===== config.mk =====
export PLATFORM = sky130hd
export DESIGN_NAME = ext_bridge
export DESIGN_NICKNAME = d
export VERILOG_FILES = /design/src/rtl/ext_bridge.sv
export SDC_FILE = /design/constraint.sdc
export NUM_CORES = 1
export LEC_CHECK = 0
export ABC_AREA = 1
export CELL_PAD_IN_SITES_DETAIL_PLACEMENT = 1
export CELL_PAD_IN_SITES_GLOBAL_PLACEMENT = 2
export CORE_ASPECT_RATIO = 1.5
export CORE_MARGIN = 3
export CORE_UTILIZATION = 20
export CTS_CLUSTER_DIAMETER = 80
export DETAILED_ROUTE_END_ITERATION = 12
export PLACE_DENSITY = 0.89
export SETUP_SLACK_MARGIN = 0.1
export SYNTH_ARGS = -nofsm -noshare
export SYNTH_HDL_FRONTEND = slang
export SYNTH_SLANG_ARGS = --single-unit

===== constraint.sdc =====
create_clock -name clk -period 2 [get_ports clk]
set_input_delay 0.3 -clock clk [delete_from_list [all_inputs] [get_ports clk]]
set_output_delay 0.3 -clock clk [all_outputs]
set_load 0.05 [all_outputs]

===== src/rtl/ext_bridge.sv =====
`default_nettype none
// ============================================================================
// Module   : ext_bridge
// Function : Turns cache external-port requests into 32-bit memory bus beats.
// Revision : 1.0 - initial release
// ============================================================================
module ext_bridge #(
   parameter int ILINE_BEATS = 8,
   parameter int DLINE_BEATS = 4
) (
   input  logic        clk,
   input  logic        rst,
   input  logic        extreq,
   input  logic        extwr,
   input  logic [2:0]  extsz,
   input  logic [31:0] extaddr,
   input  logic [31:0] extwdata,
   output logic [31:0] extdata,
   output logic        extack,
   output logic        busy,
   output logic        mem_req,
   output logic        mem_we,
   output logic [31:0] mem_addr,
   output logic [31:0] mem_wdata,
   output logic [3:0]  mem_wstrb,
   input  logic        mem_gnt,
   input  logic [31:0] mem_rdata,
   input  logic        mem_rvalid
);

   localparam int MAX_BEATS = (ILINE_BEATS > DLINE_BEATS) ? ILINE_BEATS : DLINE_BEATS;
   localparam int CNT_W     = $clog2(MAX_BEATS + 1);

   localparam logic [31:0] c_DW_MASK    = ~32'd7;
   localparam logic [31:0] c_DLINE_MASK = ~(32'(DLINE_BEATS * 4) - 32'd1);
   localparam logic [31:0] c_ILINE_MASK = ~(32'(ILINE_BEATS * 4) - 32'd1);

   typedef enum logic [2:0] {
      ST_IDLE  = 3'd0,
      ST_ISSUE = 3'd1,
      ST_RWAIT = 3'd2,
      ST_ACK   = 3'd3,
      ST_GAP   = 3'd4
   } state_t;

   state_t            state_q, state_d;
   logic              wr_q, wr_d;
   logic [31:0]       addr_q, addr_d;
   logic [CNT_W-1:0]  beats_q, beats_d;
   logic [3:0]        strb_q, strb_d;
   logic [31:0]       rdata_q, rdata_d;
   logic [3:0]        wstrb_w;

   // Big-endian lanes: strobe bit 3 is byte offset 0.
   always_comb begin
      wstrb_w = 4'b1111;
      case (extsz)
         3'd0:    wstrb_w = 4'b1000 >> extaddr[1:0];
         3'd1:    wstrb_w = extaddr[1] ? 4'b0011 : 4'b1100;
         default: wstrb_w = 4'b1111;
      endcase
   end

   always_comb begin
      state_d = state_q;
      wr_d    = wr_q;
      addr_d  = addr_q;
      beats_d = beats_q;
      strb_d  = strb_q;
      rdata_d = rdata_q;
      case (state_q)
         ST_IDLE: begin
            if (extreq) begin
               rdata_d = 32'd0;
               if (extsz <= 3'd5) begin
                  wr_d    = extwr;
                  strb_d  = extwr ? wstrb_w : 4'b1111;
                  state_d = ST_ISSUE;
                  case (extsz)
                     3'd3: begin
                        addr_d  = extaddr & c_DW_MASK;
                        beats_d = CNT_W'(2);
                     end
                     3'd4: begin
                        addr_d  = extaddr & c_DLINE_MASK;
                        beats_d = CNT_W'(DLINE_BEATS);
                     end
                     3'd5: begin
                        addr_d  = extaddr & c_ILINE_MASK;
                        beats_d = CNT_W'(ILINE_BEATS);
                     end
                     default: begin
                        addr_d  = {extaddr[31:2], 2'b00};
                        beats_d = CNT_W'(1);
                     end
                  endcase
               end else begin
                  // Reserved size: answer once with zero data, no bus traffic.
                  wr_d    = 1'b0;
                  beats_d = CNT_W'(1);
                  state_d = ST_ACK;
               end
            end
         end
         ST_ISSUE: begin
            if (mem_gnt) begin
               state_d = wr_q ? ST_ACK : ST_RWAIT;
            end
         end
         ST_RWAIT: begin
            if (mem_rvalid) begin
               rdata_d = mem_rdata;
               state_d = ST_ACK;
            end
         end
         ST_ACK: begin
            beats_d = beats_q - CNT_W'(1);
            if (beats_q > CNT_W'(1)) begin
               addr_d  = addr_q + 32'd4;
               state_d = ST_ISSUE;
            end else begin
               state_d = ST_GAP;
            end
         end
         ST_GAP:  state_d = ST_IDLE;
         default: state_d = ST_IDLE;
      endcase
   end

   always_ff @(posedge clk) begin
      if (rst) begin
         state_q <= ST_IDLE;
         wr_q    <= 1'b0;
         addr_q  <= 32'd0;
         beats_q <= '0;
         strb_q  <= 4'd0;
         rdata_q <= 32'd0;
      end else begin
         state_q <= state_d;
         wr_q    <= wr_d;
         addr_q  <= addr_d;
         beats_q <= beats_d;
         strb_q  <= strb_d;
         rdata_q <= rdata_d;
      end
   end

   assign extack    = (state_q == ST_ACK);
   assign extdata   = extack ? rdata_q : 32'd0;
   assign busy      = (state_q == ST_ISSUE) || (state_q == ST_RWAIT) || (state_q == ST_ACK);
   assign mem_req   = (state_q == ST_ISSUE);
   assign mem_we    = mem_req & wr_q;
   assign mem_addr  = mem_req ? addr_q : 32'd0;
   assign mem_wdata = mem_we ? extwdata : 32'd0;
   assign mem_wstrb = mem_req ? strb_q : 4'd0;

endmodule
`default_nettype wire


==> flow_summary_export.csv <==
group,metric,value,unit
logic_synthesis,yosysSeqAreaShare,31.6,%
critical_path,r2r-end,"addr_q[16]$_SDFFE_PP0P_",
clock_tree,clkSlewWorstSetupHoldPaths,0.06,ns
logic_synthesis,syn-mean-instance-area,5.79,um^2
timing,final-hold-violation-count,0,
logic_synthesis,yosysWarnings,0,
timing,fmax,516,MHz
floorplan,die_h,194,um
clock_tree,insertion_delay,0.34,ns
critical_path,r2r-start,"addr_q[2]$_SDFFE_PP0P_",
finish,synthToLayoutAreaGrowth,104,%
timing,whs,0.489,ns
critical_path,r2r_slack,0.23,ns
floorplan,die_x,131,um
clock_tree,cts_tree,"done",
min_path,min_from,"addr_q[31]$_SDFFE_PP0P_",
place,hpwlAfterDp,16600,um
timing,rsz0062_at_grt,"true",
min_path,min_path_type,"reg -> reg",
min_path,worstHoldPathCells,2,
floorplan,num_rows,68,
clock_tree,root_buffer,"clkbuf_16",
logic_synthesis,synth.top_cells.by_count,"nor2_1 (224), nand2_1 (154), inv_1 (134), dfxtp_1 (74), nand3_1 (44)",
logic_synthesis,synth-simple-area-share,38.1,%
timing,maxSlewHeadroom,53.2,%
power_and_ir_drop,finalPower,0.00822,W
grt,grt_usage,17.1,%
critical_path,r2r_cells,9,
place,dp_cells,1313,
power_and_ir_drop,power.density,858,nW/um^2
logic_synthesis,synth-xor-area-share,0.187,%
clock_tree,ctsHoldBuffers,0,
min_path,whs_endpoint,"addr_q[31]$_SDFFE_PP0P_",
logic_synthesis,synth-edff-count,0,
outcome,outcome,"finished, final reports clean",
grt,overflow,0,
logic_synthesis,synth_most_common_cell,"nor2_1",
finish,fillers,2696,
drt,wl,22000,um
grt,grt_max_degree,59,
place,gp_congestion,0.864,
logic_synthesis,synth_area_leaders,"dfxtp_1 (32%), nor2_1 (18%), nand2_1 (12%)",
drt,drtPass1Iterations,5,
logic_synthesis,synth_compound_area_share,14.3,%
critical_path,cp-start-kind,"flop",
grt,grt_pass1_vias,6275,
floorplan,die-area,25400,um^2
place,post-place-ws,0.0766,ns
logic_synthesis,netlist_instances,810,
critical_path,cp.arrival,1.64,ns
clock_tree,clockBufferDepth,2,
finish,n_antenna_cell,0,
floorplan,start_util,20.3,%
logic_synthesis,synth_adder_area_share,0.800,%
timing,setup_ws,0.0620,ns
logic_synthesis,synth_cell_type_count,33,
drt,drt_iter0_drc,167,
clock_tree,cts-htree-levels,3,
grt,antenna_found_initial,1,
logic_synthesis,synth_top_area_share,31.6,%
logic_synthesis,synth_area_leader_cell,"dfxtp_1",
drt,post_drt_wl_per_cell,16.4,um
timing,min_period,1.94,ns
drt,routed-via-count,5874,
logic_synthesis,async_flop_share,0,%
drt,viasPerCell,4.36,
floorplan,top_level_ports,209,
finish,drive_above_1_share,27.6,%
critical_path,worstPathCellList,"nor3_4 -> buf_6 -> nand2_8 -> buf_16 -> nor2_4 -> buf_12",
timing,fin_setup_tns,0,ns
critical_path,critPathMaxFanout,8,
critical_path,slowest_stage,"dfxtp_4",
logic_synthesis,synth.mux.area_fraction,0,%
logic_synthesis,synth_top_family_by_area,"simple AND/OR/NAND/NOR gates",
timing,fin_crit_sh,96.9,%
drt,drc,0,
timing,drv_slew,0,
drt,postRouteAntennaNets,0,
clock_tree,cts_buffers,9,
critical_path,worstPathRequired,1.70,ns
finish,nets,1135,
floorplan,fp.coreArea,23100,um^2
power_and_ir_drop,total_leakage_power,3.52,nW
logic_synthesis,synth_area,4690,um^2
logic_synthesis,synthFlopType,"dfxtp_1",
critical_path,cp_num_buf_inv,3,
critical_path,critPathTopFamily,"buffers and inverters",
power_and_ir_drop,ir_drop,0.558,mV
critical_path,max_stage_delay,0.36,ns
timing,worst_pin_slew,0.703,ns
finish,instances_no_fill,1346,
critical_path,critPathKind,"reg -> out",
timing,setup_viol,0,
grt,grt_pass1_wl,33700,um
run,maxCapViolations,0,
clock_tree,cts_sinks,74,
critical_path,endpoint_kind,"primary output",
place,port_buffers,206,
timing,clock_skew,0.00841,ns
logic_synthesis,ys_ff_latch,74,
-- worst max-delay path by stage --
| stage | cells past startpoint | start | endpoint | slack, ns |
|---|---|---|---|---|
| after floorplan | 5 | state_q[0]$_SDFFE_PP0P_ | mem_addr[10] | -0.1 |
| after global placement | 9 | extsz[2] | addr_q[9]$_SDFFE_PP0P_ | 0.15 |
| after detailed placement | 9 | extsz[1] | addr_q[10]$_SDFFE_PP0P_ | 0.08 |
| after CTS | 6 | state_q[1]$_SDFFE_PP0P_ | mem_addr[11] | 0.06 |
| after global routing | 6 | state_q[1]$_SDFFE_PP0P_ | mem_wdata[5] | -0.004 |
| final | 6 | state_q[1]$_SDFFE_PP0P_ | mem_wdata[5] | 0.06 |
-- flip-flops by register name, indices dropped and copies added, names as in the netlist --
register  count
wr_q          1
state_q       3
rdata_q      32
strb_q        4
addr_q       30
beats_q       4
-- metrics by stage --
| stage | instance area, um^2 | utilization (%) |
|---|---|---|
| 2_1_floorplan | 5390 | - |
| 3_3_place_gp | 8790 | 38.1 |
| 3_5_place_dp | 8790 | 38.1 |
| 6_report | 9580 | 41.5 |
| 4_1_cts | 9410 | 40.8 |
| 5_1_grt | 9580 | 41.5 |
-- report_power, final --
group / internal (W) / switching, W
logic: 0.00176 / 0.00249
registers: 0.00175 / 0.000289
clock network: 0.00125 / 0.000683
-- cell usage in the layout, fill, tap and decap left out, types with 3 or more instances in the layout --
cell type	n
a21oi_1	40
a22oi_1	33
buf_12	108
buf_16	8
buf_4	18
bufinv_16	3
clkbuf_16	12
clkdlybuf4s50_1	103
dfxtp_1	71
ha_1	3
inv_1	132
inv_2	3
nand2_1	152
nand2_2	4
nand3_1	44
nor2_1	120
nor2_2	40
nor2_4	70
o21ai_0	30
o22ai_1	3
-- routing by layer --
metal / wire, um / track usage [%] / share of wire, %
met1: 7690 / 16.7 / 35
met2: 12900 / 34.1 / 58
met3: 934 / 3.73 / 4.2
met4: 508 / 5.22 / 2.3
met5: 13 / 0 / 0.059
-- area by class of cell --
cell class | instances | area (um^2) | area share [%]
clock buffers | 10 | 239 | 2.50
inverters | 138 | 546 | 5.70
well taps | 315 | 394 | 4.12
flip-flops and latches | 74 | 1490 | 15.6
multi-input cells | 561 | 3150 | 32.9
clock inverters | 5 | 103 | 1.07
repair buffers | 243 | 3650 | 38.1
-- worst register-to-register path, delay by kind of cell, from the launching register on --
| family | cells | cell delay, ns |
|---|---|---|
| flops | 1 | 0.38 |
| compound gates | 2 | 0.33 |
| fa+ha+maj | 1 | 0.23 |
| simple gates | 6 | 0.76 |
-- repair_timing --
item,CTS,global route
gates cloned,6,3
resized for setup,21,18
pin swaps,2,7
setup endpoints to repair,67,81
hold endpoints to repair,0,0
setup buffers,5,4
-- cell families (layout without fill, tap and decap cells) --
group / after synthesis / count (layout)
other: 1 / 2
DFF: 74 / 74
adders and majority gates: 3 / 3
AOI/OAI and AO/OA: 114 / 114
buffers and inverters: 176 / 396
and+or+nand+nor: 441 / 441
xor gates and xnor gates: 1 / 1
Note: power is estimated with default switching activity, not from simulation.
